### src/rtl/lcd_pkg.sv
// Shared constants, state encodings and text/BCD helpers for the status LCD driver.
package lcd_pkg;

  localparam logic [7:0] FUNC_SET  = 8'h28;
  localparam logic [7:0] ENTRY     = 8'h06;
  localparam logic [7:0] DISP_ON   = 8'h0C;
  localparam logic [7:0] CLEAR     = 8'h01;
  localparam logic [7:0] LINE1     = 8'h80;
  localparam logic [7:0] LINE2     = 8'hC0;
  localparam logic [7:0] INIT_NIB3 = 8'h30;
  localparam logic [7:0] INIT_NIB2 = 8'h20;

  // Fixed text templates; digit and state-name positions are overlaid by the mux.
  localparam logic [127:0] TXT_L1   = "LVL 000  TIME 00";
  localparam logic [127:0] TXT_L2   = "NUM 00      IDLE";
  localparam logic [31:0]  TXT_IDLE = "IDLE";
  localparam logic [31:0]  TXT_PLAY = "PLAY";
  localparam logic [31:0]  TXT_WIN  = "WIN ";
  localparam logic [31:0]  TXT_LOSE = "LOSE";

  typedef enum logic [3:0] {
    ST_PWR_WAIT, ST_INIT_A, ST_INIT_B, ST_INIT_C, ST_INIT_D, ST_CFG,
    ST_SNAP, ST_ADDR1, ST_LINE1, ST_ADDR2, ST_LINE2, ST_DONE
  } lcd_state_e;

  typedef enum logic [2:0] {
    W_IDLE, W_SETUP, W_EN, W_HOLD, W_GAP, W_WAIT
  } wr_state_e;

  function automatic logic [7:0] cfg_byte(input logic [1:0] i);
    logic [7:0] b;
    case (i)
      2'd0:    b = FUNC_SET;
      2'd1:    b = ENTRY;
      2'd2:    b = DISP_ON;
      default: b = CLEAR;
    endcase
    return b;
  endfunction

  function automatic logic [7:0] text_char(input logic [127:0] t, input logic [3:0] pos);
    return t[8*(15-pos) +: 8];
  endfunction

  function automatic logic [7:0] state_char(input logic [1:0] st, input logic [1:0] k);
    logic [31:0] name;
    case (st)
      2'd0:    name = TXT_IDLE;
      2'd1:    name = TXT_PLAY;
      2'd2:    name = TXT_WIN;
      default: name = TXT_LOSE;
    endcase
    return name[8*(3-k) +: 8];
  endfunction

  function automatic logic [7:0] ascii_digit(input logic [3:0] d);
    return {4'h3, d};
  endfunction

  // Double-dabble; pos selects hundreds (2), tens (1) or units (0).
  function automatic logic [3:0] bcd_digit(input logic [7:0] bin, input logic [1:0] pos);
    logic [19:0] sh;
    logic [3:0]  r;
    sh = {12'd0, bin};
    for (int unsigned i = 0; i < 8; i++) begin
      if (sh[11:8]  >= 4'd5) sh[11:8]  = sh[11:8]  + 4'd3;
      if (sh[15:12] >= 4'd5) sh[15:12] = sh[15:12] + 4'd3;
      if (sh[19:16] >= 4'd5) sh[19:16] = sh[19:16] + 4'd3;
      sh = sh << 1;
    end
    case (pos)
      2'd2:    r = sh[19:16];
      2'd1:    r = sh[15:12];
      default: r = sh[11:8];
    endcase
    return r;
  endfunction

endpackage

### src/rtl/lcd_byte_writer.sv
// HD44780 4-bit bus write engine: setup, enable pulse, hold, nibble gap and
// post-write wait; done_o pulses for one cycle at the end of the wait.
module lcd_byte_writer
  import lcd_pkg::*;
#(
  parameter int unsigned T_EN  = 12,
  parameter int unsigned T_NIB = 50
) (
  input  logic        clk,
  input  logic        rst_n,
  input  logic        start_i,
  input  logic        rs_i,
  input  logic [7:0]  byte_i,
  input  logic        nibble_only_i,
  input  logic [31:0] wait_cycles_i,
  output logic        done_o,
  output logic        lcd_e_o,
  output logic        lcd_rs_o,
  output logic [3:0]  lcd_d_o
);

  wr_state_e   st_q, st_d;
  logic [31:0] cnt_q, cnt_d;
  logic [31:0] wait_q, wait_d;
  logic [3:0]  lo_q, lo_d;
  logic [3:0]  d_q, d_d;
  logic        rs_q, rs_d;
  logic        nib_only_q, nib_only_d;
  logic        lower_q, lower_d;

  always_ff @(posedge clk or negedge rst_n) begin
    if (!rst_n) begin
      st_q       <= W_IDLE;
      cnt_q      <= '0;
      wait_q     <= '0;
      lo_q       <= '0;
      d_q        <= '0;
      rs_q       <= 1'b0;
      nib_only_q <= 1'b0;
      lower_q    <= 1'b0;
    end else begin
      st_q       <= st_d;
      cnt_q      <= cnt_d;
      wait_q     <= wait_d;
      lo_q       <= lo_d;
      d_q        <= d_d;
      rs_q       <= rs_d;
      nib_only_q <= nib_only_d;
      lower_q    <= lower_d;
    end
  end

  always_comb begin
    st_d       = st_q;
    cnt_d      = cnt_q;
    wait_d     = wait_q;
    lo_d       = lo_q;
    d_d        = d_q;
    rs_d       = rs_q;
    nib_only_d = nib_only_q;
    lower_d    = lower_q;
    done_o     = 1'b0;
    case (st_q)
      W_IDLE: begin
        if (start_i) begin
          rs_d       = rs_i;
          d_d        = byte_i[7:4];
          lo_d       = byte_i[3:0];
          nib_only_d = nibble_only_i;
          wait_d     = wait_cycles_i;
          lower_d    = 1'b0;
          st_d       = W_SETUP;
        end
      end
      W_SETUP: begin
        cnt_d = '0;
        st_d  = W_EN;
      end
      W_EN: begin
        if (cnt_q == T_EN - 1) begin
          cnt_d = '0;
          st_d  = W_HOLD;
        end else begin
          cnt_d = cnt_q + 32'd1;
        end
      end
      W_HOLD: begin
        cnt_d = '0;
        st_d  = (!lower_q && !nib_only_q) ? W_GAP : W_WAIT;
      end
      W_GAP: begin
        if (cnt_q == T_NIB - 1) begin
          d_d     = lo_q;
          lower_d = 1'b1;
          st_d    = W_SETUP;
        end else begin
          cnt_d = cnt_q + 32'd1;
        end
      end
      W_WAIT: begin
        if (cnt_q == wait_q - 32'd1) begin
          done_o = 1'b1;
          st_d   = W_IDLE;
        end else begin
          cnt_d = cnt_q + 32'd1;
        end
      end
      default: st_d = W_IDLE;
    endcase
  end

  assign lcd_e_o  = (st_q == W_EN);
  assign lcd_rs_o = rs_q;
  assign lcd_d_o  = d_q;

endmodule

### src/rtl/lcd_status_display.sv
// 2x16 character LCD renderer for the number game: init sequence, then a
// continuous tear-free refresh of level, time left, target number and state.
module lcd_status_display
  import lcd_pkg::*;
#(
  parameter int unsigned T_PWR   = 750000,
  parameter int unsigned T_INIT1 = 205000,
  parameter int unsigned T_INIT2 = 5000,
  parameter int unsigned T_CMD   = 2000,
  parameter int unsigned T_CLR   = 82000,
  parameter int unsigned T_EN    = 12,
  parameter int unsigned T_NIB   = 50
) (
  input  logic       clk,
  input  logic       rst_n,
  input  logic [0:7] level,
  input  logic [0:1] state,
  input  logic [0:4] timeleft,
  input  logic [0:3] number,
  output logic       lcd_e,
  output logic       lcd_rs,
  output logic       lcd_rw,
  output logic [0:3] lcd_d,
  output logic       frame_done
);

  lcd_state_e  state_q, state_d;
  logic [31:0] cnt_q, cnt_d;
  logic [3:0]  idx_q, idx_d;
  logic        pend_q, pend_d;
  logic        snap_en;

  logic [7:0]  lvl_q;
  logic [1:0]  st_q;
  logic [4:0]  tm_q;
  logic [3:0]  num_q;

  logic        wr_start, wr_rs, wr_nib, wr_done, is_write;
  logic [7:0]  wr_byte;
  logic [31:0] wr_wait;
  logic [3:0]  wr_d;
  logic [7:0]  ch;
  logic [3:0]  lv2, lv1, lv0, tm1, tm0, nm1, nm0;

  always_ff @(posedge clk or negedge rst_n) begin
    if (!rst_n) begin
      state_q <= ST_PWR_WAIT;
      cnt_q   <= '0;
      idx_q   <= '0;
      pend_q  <= 1'b0;
      lvl_q   <= '0;
      st_q    <= '0;
      tm_q    <= '0;
      num_q   <= '0;
    end else begin
      state_q <= state_d;
      cnt_q   <= cnt_d;
      idx_q   <= idx_d;
      pend_q  <= pend_d;
      if (snap_en) begin
        lvl_q <= level;
        st_q  <= state;
        tm_q  <= timeleft;
        num_q <= number;
      end
    end
  end

  // Digits settle combinationally from the snapshot during SNAP/ADDR1,
  // well before the first digit byte is issued.
  assign lv2 = bcd_digit(lvl_q, 2'd2);
  assign lv1 = bcd_digit(lvl_q, 2'd1);
  assign lv0 = bcd_digit(lvl_q, 2'd0);
  assign tm1 = bcd_digit({3'b000, tm_q}, 2'd1);
  assign tm0 = bcd_digit({3'b000, tm_q}, 2'd0);
  assign nm1 = bcd_digit({4'b0000, num_q}, 2'd1);
  assign nm0 = bcd_digit({4'b0000, num_q}, 2'd0);

  always_comb begin
    if (state_q == ST_LINE2) begin
      ch = text_char(TXT_L2, idx_q);
      case (idx_q)
        4'd4:                      ch = ascii_digit(nm1);
        4'd5:                      ch = ascii_digit(nm0);
        4'd12, 4'd13, 4'd14, 4'd15: ch = state_char(st_q, idx_q[1:0]);
        default: ;
      endcase
    end else begin
      ch = text_char(TXT_L1, idx_q);
      case (idx_q)
        4'd4:    ch = ascii_digit(lv2);
        4'd5:    ch = ascii_digit(lv1);
        4'd6:    ch = ascii_digit(lv0);
        4'd14:   ch = ascii_digit(tm1);
        4'd15:   ch = ascii_digit(tm0);
        default: ;
      endcase
    end
  end

  assign is_write = !(state_q inside {ST_PWR_WAIT, ST_SNAP, ST_DONE});

  always_comb begin
    state_d    = state_q;
    cnt_d      = cnt_q;
    idx_d      = idx_q;
    pend_d     = pend_q;
    snap_en    = 1'b0;
    frame_done = 1'b0;
    wr_rs      = 1'b0;
    wr_byte    = '0;
    wr_nib     = 1'b0;
    wr_wait    = T_CMD;
    case (state_q)
      ST_PWR_WAIT: begin
        if (cnt_q == T_PWR - 1) begin
          cnt_d   = '0;
          state_d = ST_INIT_A;
        end else begin
          cnt_d = cnt_q + 32'd1;
        end
      end
      ST_INIT_A: begin
        wr_byte = INIT_NIB3;
        wr_nib  = 1'b1;
        wr_wait = T_INIT1;
        if (wr_done) state_d = ST_INIT_B;
      end
      ST_INIT_B: begin
        wr_byte = INIT_NIB3;
        wr_nib  = 1'b1;
        wr_wait = T_INIT2;
        if (wr_done) state_d = ST_INIT_C;
      end
      ST_INIT_C: begin
        wr_byte = INIT_NIB3;
        wr_nib  = 1'b1;
        if (wr_done) state_d = ST_INIT_D;
      end
      ST_INIT_D: begin
        wr_byte = INIT_NIB2;
        wr_nib  = 1'b1;
        if (wr_done) begin
          idx_d   = '0;
          state_d = ST_CFG;
        end
      end
      ST_CFG: begin
        wr_byte = cfg_byte(idx_q[1:0]);
        if (idx_q[1:0] == 2'd3) wr_wait = T_CLR;
        if (wr_done) begin
          if (idx_q == 4'd3) begin
            idx_d   = '0;
            state_d = ST_SNAP;
          end else begin
            idx_d = idx_q + 4'd1;
          end
        end
      end
      ST_SNAP: begin
        snap_en = 1'b1;
        state_d = ST_ADDR1;
      end
      ST_ADDR1: begin
        wr_byte = LINE1;
        if (wr_done) begin
          idx_d   = '0;
          state_d = ST_LINE1;
        end
      end
      ST_LINE1: begin
        wr_rs   = 1'b1;
        wr_byte = ch;
        if (wr_done) begin
          idx_d = idx_q + 4'd1;
          if (idx_q == 4'd15) state_d = ST_ADDR2;
        end
      end
      ST_ADDR2: begin
        wr_byte = LINE2;
        if (wr_done) begin
          idx_d   = '0;
          state_d = ST_LINE2;
        end
      end
      ST_LINE2: begin
        wr_rs   = 1'b1;
        wr_byte = ch;
        if (wr_done) begin
          idx_d = idx_q + 4'd1;
          if (idx_q == 4'd15) state_d = ST_DONE;
        end
      end
      ST_DONE: begin
        frame_done = 1'b1;
        state_d    = ST_SNAP;
      end
      default: state_d = ST_PWR_WAIT;
    endcase
    // One start per write state; pend_q blocks re-issue until the writer reports done.
    wr_start = is_write && !pend_q;
    if (wr_done)       pend_d = 1'b0;
    else if (wr_start) pend_d = 1'b1;
  end

  lcd_byte_writer #(
    .T_EN  (T_EN),
    .T_NIB (T_NIB)
  ) u_writer (
    .clk           (clk),
    .rst_n         (rst_n),
    .start_i       (wr_start),
    .rs_i          (wr_rs),
    .byte_i        (wr_byte),
    .nibble_only_i (wr_nib),
    .wait_cycles_i (wr_wait),
    .done_o        (wr_done),
    .lcd_e_o       (lcd_e),
    .lcd_rs_o      (lcd_rs),
    .lcd_d_o       (wr_d)
  );

  assign lcd_d  = wr_d;
  assign lcd_rw = 1'b0;

endmodule
### config.mk
export PLATFORM = sky130hd
export DESIGN_NAME = lcd_status_display
export DESIGN_NICKNAME = d
export VERILOG_FILES = /design/src/rtl/lcd_pkg.sv /design/src/rtl/lcd_byte_writer.sv /design/src/rtl/lcd_status_display.sv
export SDC_FILE = /design/constraint.sdc
export NUM_CORES = 1
export LEC_CHECK = 0
export ABC_CLOCK_PERIOD_IN_PS = 11900
export BUFFER_PORTS_ARGS = -buffer_cell sky130_fd_sc_hd__buf_2
export CAP_MARGIN = 20
export CORE_MARGIN = 2
export CORE_UTILIZATION = 55
export DETAILED_ROUTE_END_ITERATION = 8
export PLACE_DENSITY_LB_ADDON = 0.15
export SLEW_MARGIN = 20
export SYNTH_ARGS = -nofsm -noshare
export SYNTH_HDL_FRONTEND = slang
export SYNTH_SLANG_ARGS = --single-unit
### constraint.sdc
create_clock -name clk -period 11.9 [get_ports clk]
set_input_delay 1.785 -clock clk [delete_from_list [all_inputs] [get_ports clk]]
set_output_delay 1.785 -clock clk [all_outputs]
set_load 0.01 [all_outputs]
==> flow_metrics.tcl, run 1 <==
set metrics [dict create \
    antenna_found_initial 0 \
    crit_chain "inv_1, ha_1, o21ai_2, xnor2_2, ha_1, nand2b_1, a32oi_4, xnor2_1, ha_1, nand2b_1, nand3_1, nand3b_1, a21oi_1, inv_1, ha_1, o211ai_1, nand2_1, nor2_1, ha_1, and4b_1, o31a_1, a311o_1, nand3_1" \
    layout_commonest_cell "nand2_1" \
    path_common_cell "ha_1" \
    synth-main-ff-cell "dfrtp_1" \
    dp_hpwl_mm 14.3 \
    io_buffers 27 \
    min_period_over_period_pct 46.5 \
    hold_viol 0 \
    cts-root-buf "clkbuf_16" \
    die_x_um 127 \
    die_h_um 127 \
    cts_sinks 116 \
    arrival_ps 5900 \
    htreeDepth 4 \
    drt_first_pass_iters 6 \
    die_area_mm2 0.0162 \
    clockBufferDepth 2 \
    clk_latency_ps 430 \
    cp.required_ps 12270 \
    cpPeakStageDelay_ps 440 \
    synth_cell_types 89 \
    critical_path_class "flop to flop" \
    period_needed_ps 5530 \
    num_rows 45 \
    layout.cells.non_filler 1201 \
    finalSetupViolations 0 \
    drive_gt1_share_pct 11.1 \
    grt_setup_unrepaired "false" \
    pre_cts_ws_ps 6440 \
    synth_edf_count 0 \
    powerDensity_mw_per_mm2 101 \
    avgSynthCellArea_um2 8.45 \
    seq_area_frac_synth_pct 34.6 \
    crit_cells 23 \
    crit_fanout 10 \
    drt.antenna.violating_nets 0 \
    cts_resized 0 \
    reg2reg_depth 23 \
    coreArea_mm2 0.0150 \
    drt_iter0_drc 805 \
    synth.cell_area_mm2 0.00838 \
    clk_transition_reported_paths_ps 60 \
    p_leak_nw 4.15 \
    first_global_vias 6861 \
    diodes 0 \
    overflow 0 \
    n_fill_cell 1334 \
    fmax_mhz 181 \
    dp.cells 1169 \
    critPathBufInv 2 \
    multi_input_area_mm2 0.00515 \
    boundaryPins 29 \
    numCtsBuffers 17 \
    ys_seq_elements 116 \
    ys.warnings.count 0 \
    fin_util_pct 61.4 \
    cp-end-kind "flop" \
    async_flop_share_pct 100 \
    post-cts-setup-buffers 0 \
    tightest_slew_ps 1020 \
    holdPathStages 2 \
    cts_tree "built" \
    start_kind "flop" \
    area_delta_synth_final_pct 10.2 \
    vdd_drop_max_uv 118 \
    finalWirelength_mm 20.1 \
    vias 7236 \
    max-cap-violations 0 \
    grt_usage_pct 26.3 \
    regArea_mm2 0.00290 \
    outcome "completed" \
    route.detailed.drc 0 \
    fin_setup_tns_ps 0 \
    slew_viol_final 0 \
    initial_core_util_pct 55.8 \
    grt_pass1_wl_mm 34.4 \
    vias_per_cell 6.02 \
    cp_slowest_cell "dfrtp_1" \
    hold_buffers 0 \
    grt_max_degree 78 \
    min_path_type "flop to flop" \
    final_cell_mix "121 x nand2_1, 116 x dfrtp_1, 104 x nor2_1" \
    relSlewSlack_pct 31.7 \
    synthesis.nets 1046 \
    post_drt_wl_per_cell_um 16.7 \
    gp_congestion 0.914 \
    synthesis.instances 992 \
    skew_ps 9.35 \
    fin_ws_ps 6370 \
    final_nets 1054 \
    path_delay_family "adder cells" \
]
-- logic make-up after synthesis --
logic type | after synthesis | share of synthesized area, %
buffers and inverters | 83 | 4.08
other | 1 | 0.0447
xor gates and xnor gates | 81 | 8.64
AOI/OAI and AO/OA | 223 | 18.1
DFF | 116 | 34.6
muxes | 29 | 4.00
adders and majority gates | 33 | 4.93
and+or+nand+nor | 426 | 25.5
-- layout make-up --
cell class,instances,area share [%]
clock buffer,18,4.76
tap,188,2.55
sequential,116,31.4
multi-input combinational,793,55.8
clock inverter,14,1.83
timing repair buffer,34,2.10
inverter,38,1.54
-- registers in the layout, indices dropped and copies added (netlist names), 5 cells and up --
name	flops
cnt_q	32
lvl_q	8
u_writer.cnt_q	32
tm_q	5
u_writer.wait_q	10
-- synthesized netlist by cell type, drive strengths merged (10+ instances only) --
cell    instances  area share (%)
xor2           47             4.9
inv            37             1.7
nand2b         11            0.82
xnor2          34             3.7
nor4           20             1.7
a21oi          51             3.1
o211ai         12             1.1
nor2          105             4.7
a21o           11            0.99
buf            11            0.85
clkbuf         34             1.5
and2           12            0.90
nand2         121             5.4
nand4          23             1.8
mux2           10             1.3
ha             33             4.9
o21ai          67             4.1
dfrtp         116              35
nor3           21             1.3
and3           18             1.3
a211oi         12             1.3
or3            13             1.1
mux2i          17             2.1
nand3          45             3.0
-- final timing paths --
check | slack, ps | to | from
max in group asynchronous | 9500 | u_writer.cnt_q[13] | rst_n
setup / recovery | 6370 | u_writer.lo_q[2] | lvl_q[6]
hold / removal | 470 | u_writer.lcd_d_o[3] | u_writer.lcd_d_o[3]
min in group asynchronous | 1330 | lvl_q[6] | rst_n
setup reg to reg | 6370 | u_writer.lo_q[2] | lvl_q[6]
hold reg to reg | 470 | u_writer.lcd_d_o[3] | u_writer.lcd_d_o[3]
-- where the power goes --
part,total (W),switching [W],internal [W]
logic,0.0000111,0.00000842,0.00000273
clock network,0.000531,0.000211,0.000321
registers,0.000395,0,0.000395
-- worst min-delay path, stage by stage (launching register included) --
cell     delay (ps)
dfrtp_1         340
nand2_1          40
o21ai_0          60
-- layer usage --
layer  part of all wire, %  wire length, um  global-route usage, %  up-vias
li1                      -                -                      -     3574
met5                     0                0                      0        -
met4                   1.4              280                   6.72        0
met3                   5.6             1120                   6.57       29
met1                    49             9830                   38.6     3448
met2                    44             8860                   39.1      185
-- stage by stage --
stage / total power (W) / hold slack (ps) / cell area, um2
floorplan: 0.000402 / 443 / 8380
global placement: 0.000413 / 458 / 8610
detailed placement: 0.000413 / 466 / 8610
CTS: 0.000944 / 478 / 9220
global route: 0.000966 / 504 / 9230
finish: 0.000937 / 474 / 9230
(Power assumes the default switching activity.)
==> run 2: changes to the inputs <==
--- a/config.mk
+++ b/config.mk
@@ -5,7 +5,7 @@
 export SDC_FILE = /design/constraint.sdc
 export NUM_CORES = 1
 export LEC_CHECK = 0
-export ABC_CLOCK_PERIOD_IN_PS = 11900
+export ABC_CLOCK_PERIOD_IN_PS = 4700
 export BUFFER_PORTS_ARGS = -buffer_cell sky130_fd_sc_hd__buf_2
 export CAP_MARGIN = 20
 export CORE_MARGIN = 2
==> constraint.sdc (replaced) <==
create_clock -name clk -period 4.7 [get_ports clk]
set_input_delay 0.705 -clock clk [delete_from_list [all_inputs] [get_ports clk]]
set_output_delay 0.705 -clock clk [all_outputs]
set_load 0.01 [all_outputs]
==> run 2 against run 1 <==
Effect of this change: sequential power grew to 2.5 times the previous value; non-clock buffer count rose by 17; via count up 2.6%; worst hold slack got worse by 110 ps; final area grew 3.6%; wire length increased by 1.8%; combinational power grew to 2.6 times the previous value; fmax is 21% higher; critical path depth is 4 lower; clock power rose to 2.5 times the previous value; cell count increased by 1.4%.
==> flow_metrics.tcl, run 2 (same netlist as run 1, synthesis figures left out) <==
set metrics [dict create \
    wl_met3_um 951 \
    p_switching_w 0.000502 \
    finalWirelength_mm 20.5 \
    cp.required_ps 5050 \
    top_regs "cnt_q: 32 flops, u_writer.cnt_q: 32 flops, u_writer.wait_q: 10 flops" \
    p_leak_nw 4.24 \
    p_int_w 0.00187 \
    boundaryPins 29 \
    die_area_mm2 0.0162 \
    cp_slowest_cell "or3_4" \
    final_cell_mix "119 x nand2_1, 115 x dfrtp_1, 102 x nor2_1" \
    crit_fanout 7 \
    clk_transition_reported_paths_ps 60 \
    antenna_found_initial 0 \
    route.detailed.drc 0 \
    drt_iter0_drc 619 \
    tightest_slew_ps 1020 \
    vdd_drop_max_uv 275 \
    cts-root-buf "clkbuf_16" \
    cts_tree "built" \
    pwr-share-comb_pct 1.2 \
    start_kind "flop" \
    placed_area_mm2 0.00873 \
    pre_cts_ws_ps -93.7 \
    htreeDepth 4 \
    critical_path_class "flop to flop" \
    final_nets 1071 \
    min_period_over_period_pct 97.7 \
    cts_sinks 116 \
    path_delay_family "simple AND/OR/NAND/NOR gates" \
    die_h_um 127 \
    diodes 0 \
    hold_viol 0 \
    numCtsBuffers 17 \
    overflow 0 \
    fmax_mhz 218 \
    grt_usage_pct 26.1 \
    post_drt_wl_per_cell_um 16.8 \
    io_buffers 27 \
    vias_per_cell 6.10 \
    fin_ws_ps 108 \
    m1WireLength_mm 9.21 \
    outcome "completed" \
    finalSetupViolations 0 \
    drt.antenna.violating_nets 0 \
    top_layer "met4" \
    max-cap-violations 0 \
    sequentialPowerShare_pct 42.2 \
    grt_max_degree 64 \
    dp_hpwl_mm 14.3 \
    skew_ps 9.79 \
    swShare_pct 21.2 \
    p_clk_share_pct 56.6 \
    first_global_vias 7011 \
    min_path_type "primary input to asynchronous set/reset pin" \
    critPathBufInv 0 \
    cpPeakStageDelay_ps 450 \
    clk_latency_ps 430 \
    wl_met2_mm 9.90 \
    grt_pass1_wl_mm 34.6 \
    layout_commonest_cell "nand2_1" \
    n_fill_cell 1287 \
    powerDensity_mw_per_mm2 248 \
    design_area_mm2 0.00956 \
    period_needed_ps 4590 \
    initial_core_util_pct 55.8 \
    drive_gt1_share_pct 14.9 \
    cp-end-kind "flop" \
    drt_first_pass_iters 5 \
    clockBufferDepth 2 \
    crit_chain "ha_4, o21ai_4, xnor2_2, ha_2, nand2b_4, a32oi_4, xnor2_4, ha_2, nor2b_4, o311ai_4, or3_4, and2_4, a211oi_4, or2_4, ha_4, and4b_1, o31a_1, a311o_1, nand3_1" \
    arrival_ps 4940 \
    num_rows 45 \
    relSlewSlack_pct 31.6 \
    slew_viol_final 0 \
    area_delta_synth_final_pct 14.1 \
    coreArea_mm2 0.0150 \
    vias 7425 \
    gp_congestion 0.926 \
    die_x_um 127 \
]
-- run 2: cell count changes in the layout (fill, tap and decap cells not counted), sizes merged --
cell,delta
inv,-6
clkinv,-2
bufinv,+1
clkbuf,+2
buf,+17
clkinvlp,+5
-- run 2: stage by stage --
step	power (W)	util, %	cells	hold WS, ps	setup TNS (ps)
6_report	0.00237	63.6	1218	367	0
5_1_grt	0.00243	63.6	1218	462	-65.7
4_1_cts	0.00240	62.4	1210	406	0
3_5_place_dp	0.00105	58.1	1177	472	-179
3_3_place_gp	0.00105	58.1	1177	460	0
2_1_floorplan	0.00102	-	992	409	0
-- run 2: final cells by class --
type	count	area (um2)	share of cell area [%]
Sequential cell	116	2900	30.4
Inverter	38	143	1.49
Clock buffer	20	457	4.78
Multi-Input combinational cell	793	5340	55.8
Timing Repair Buffer	51	334	3.49
Clock inverter	12	154	1.61
Tap cell	188	235	2.46
-- run 2: path summary, 6_finish.rpt --
check                                    start                  end  slack, ps  cells past startpoint
hold reg to reg            u_writer.lcd_d_o[1]  u_writer.lcd_d_o[1]        480                      2
min in group clk           u_writer.lcd_d_o[1]  u_writer.lcd_d_o[1]        480                      2
max in group asynchronous                rst_n             lvl_q[5]       3540                      2
setup / recovery                      lvl_q[5]     u_writer.lo_q[2]        110                     19
setup reg to reg                      lvl_q[5]     u_writer.lo_q[2]        110                     19
hold / removal                           rst_n   u_writer.cnt_q[28]        370                      1
-- run 2: power groups by stage --
stage          clock network, W   logic [W]  registers, W
5_1_grt                 0.00140   0.0000348      0.000999
4_1_cts                 0.00136   0.0000311      0.000999
3_3_place_gp                  0   0.0000308       0.00102
6_report                0.00134   0.0000294      0.000999
3_5_place_dp                  0   0.0000310       0.00102
2_1_floorplan                 0  0.00000113       0.00102
-- run 2: timing repair --
action / in CTS / in global routing
pin swaps: 2 / 14
endpoints found under the setup margin: 2 / 4
buffers inserted: 1 / 8
hold buffers: 0 / 0
resized for setup: 6 / 24
-- run 2: layer usage --
metal	vias up	GRT usage, %
met2	206	43.3
met3	39	4.52
li1	3620	-
met1	3560	34.9
met4	0	8.47
met5	-	0
==> run 3: changes to the inputs <==
--- a/config.mk
+++ b/config.mk
@@ -8,7 +8,7 @@
 export ABC_CLOCK_PERIOD_IN_PS = 4700
 export BUFFER_PORTS_ARGS = -buffer_cell sky130_fd_sc_hd__buf_2
 export CAP_MARGIN = 20
-export CORE_MARGIN = 2
+export CORE_MARGIN = 4
 export CORE_UTILIZATION = 55
 export DETAILED_ROUTE_END_ITERATION = 8
 export PLACE_DENSITY_LB_ADDON = 0.15
==> run 3 against run 2 <==
Effect of this change: clock-buffer cell count grew 5; largest power group unchanged; cell count decreased by 0.74%; non-clock buffer count down 2; combinational power down 2%; worst setup slack better by 130 ps; sequential share of layout area increased by 0.40 points.
==> flow_metrics.tcl, run 3 (same netlist as run 1, synthesis figures left out) <==
set metrics [dict create \
    cp-startpoint "lvl_q[5]" \
    cp-end-kind "flop" \
    die_x_um 131 \
    drive_gt1_share_pct 13.8 \
    die_h_um 131 \
    top_regs "cnt_q: 32 flops, u_writer.cnt_q: 32 flops, u_writer.wait_q: 10 flops" \
    swShare_pct 19.6 \
    cts_sinks 116 \
    wl_met2_mm 9.64 \
    clk_transition_reported_paths_ps 50 \
    wl_met3_um 923 \
    m1WireLength_mm 9.05 \
    period_needed_ps 4460 \
    outcome "completed" \
    antenna_found_initial 0 \
    start_kind "flop" \
    max-cap-violations 0 \
    grt_max_degree 58 \
    initial_core_util_pct 56.8 \
    cp.required_ps 5040 \
    pre_cts_ws_ps -176 \
    area_delta_synth_final_pct 12.6 \
    fin_hold_ws_ps 363 \
    min_path_type "primary input to asynchronous set/reset pin" \
    r2r_start "lvl_q[5]" \
    power.total_w 0.00232 \
    vias_per_cell 6.07 \
    skew_ps 6.10 \
    htreeDepth 4 \
    overflow 0 \
    die_area_mm2 0.0173 \
    finalWirelength_mm 20.0 \
    fin_util_pct 63.9 \
    gp_congestion 0.959 \
    sequentialPowerShare_pct 43.2 \
    post_drt_wl_per_cell_um 16.6 \
    coreArea_mm2 0.0148 \
    vdd_drop_max_uv 270 \
    num_rows 44 \
    critical_path_class "flop to flop" \
    boundaryPins 29 \
    powerDensity_mw_per_mm2 245 \
    drt.antenna.violating_nets 0 \
    tightest_slew_ps 1060 \
    setup.reg_to_reg.worst_slack_ps 240 \
    dp_hpwl_mm 14.2 \
    placed_area_mm2 0.00872 \
    reg2reg_depth 22 \
    grt_usage_pct 23.9 \
    cts-root-buf "clkbuf_16" \
    io_buffers 27 \
    drt_first_pass_iters 6 \
    drt_iter0_drc 623 \
    p_switching_w 0.000455 \
    grt_pass1_wl_mm 34.8 \
    fin_ws_ps 239 \
    pwr-share-comb_pct 1.2 \
    crit_fanout 10 \
    diodes 0 \
    finalSetupViolations 0 \
    final_nets 1069 \
    r2r-end "u_writer.lo_q[2]" \
    p_clk_share_pct 55.6 \
    clockBufferDepth 2 \
    cts_tree "built" \
    numCtsBuffers 17 \
    p_int_w 0.00186 \
    first_global_vias 7212 \
    relSlewSlack_pct 28.7 \
    clk_latency_ps 410 \
    final_cell_mix "120 x nand2_1, 116 x dfrtp_1, 102 x nor2_1" \
    hold_viol 0 \
    n_fill_cell 1259 \
    arrival_ps 4800 \
    layout_commonest_cell "nand2_1" \
    min_period_over_period_pct 94.9 \
    top_layer "met4" \
    slew_viol_final 0 \
    design_area_mm2 0.00943 \
    p_leak_nw 4.23 \
    hold_buffers 0 \
    fmax_mhz 224 \
    route.detailed.drc 0 \
    vias 7342 \
]
[run 3: what timing repair did]
action | CTS | global route
pin swaps | 2 | 10
resized for setup | 4 | 14
setup endpoints to repair | 3 | 4
cloned | 0 | 0
buffers inserted | 2 | 4
[run 3: power by group through the flow]
stage / sequential, W / clock [W] / combinational (W)
6_report: 0.00100 / 0.00129 / 0.0000289
5_1_grt: 0.000999 / 0.00136 / 0.0000348
4_1_cts: 0.00100 / 0.00131 / 0.0000305
3_5_place_dp: 0.00102 / 0 / 0.0000303
3_3_place_gp: 0.00102 / 0 / 0.0000302
2_1_floorplan: 0.00102 / 0 / 0.00000113
[run 3: how the worst max path moves through the flow]
stage / endpoint / slack [ps] / cells past startpoint
finish: u_writer.lo_q[2] / 240 / 22
global route: u_writer.lo_q[3] / -80 / 23
CTS: u_writer.lo_q[3] / 10 / 20
detailed placement: u_writer.lo_q[3] / -180 / 21
global placement: u_writer.lo_q[3] / 3 / 21
floorplan: u_writer.lo_q[2] / 7 / 22
[run 3: layout make-up]
class | instances | area, um2 | share of cell area, %
clock buffer | 25 | 515 | 5.46
clock inverter | 4 | 70.1 | 0.743
inverter | 38 | 143 | 1.51
multi-input combinational | 793 | 5270 | 55.8
sequential | 116 | 2900 | 30.8
tap | 184 | 230 | 2.44
timing repair buffer | 49 | 307 | 3.25
[run 3: worst max-delay path, stage by stage (launching register included)]
cell	delay (ps)
dfrtp_1	400
ha_2	200
o21ai_2	190
xnor2_2	160
ha_2	230
nand2b_1	110
a32oi_4	250
xnor2_2	150
ha_1	220
nand2b_1	140
nand3_1	110
nand3b_1	170
a21oi_2	210
inv_1	90
ha_4	200
o211ai_1	150
nand2_2	160
nor2_4	180
ha_4	190
and4b_1	210
o31a_1	270
a311o_1	310
nand3_1	80
[run 3: routing by layer]
metal	global-route usage [%]	vias up
met4	7.29	0
met3	5.73	44
met5	0	-
li1	-	3610
met1	31.2	3492
met2	39.5	196
[run 3: stage by stage]
step,std cells,setup TNS (ps)
after floorplan,992,0
after global placement,1174,0
after detailed placement,1174,-264
after CTS,1205,0
after global routing,1209,-164
final,1209,0
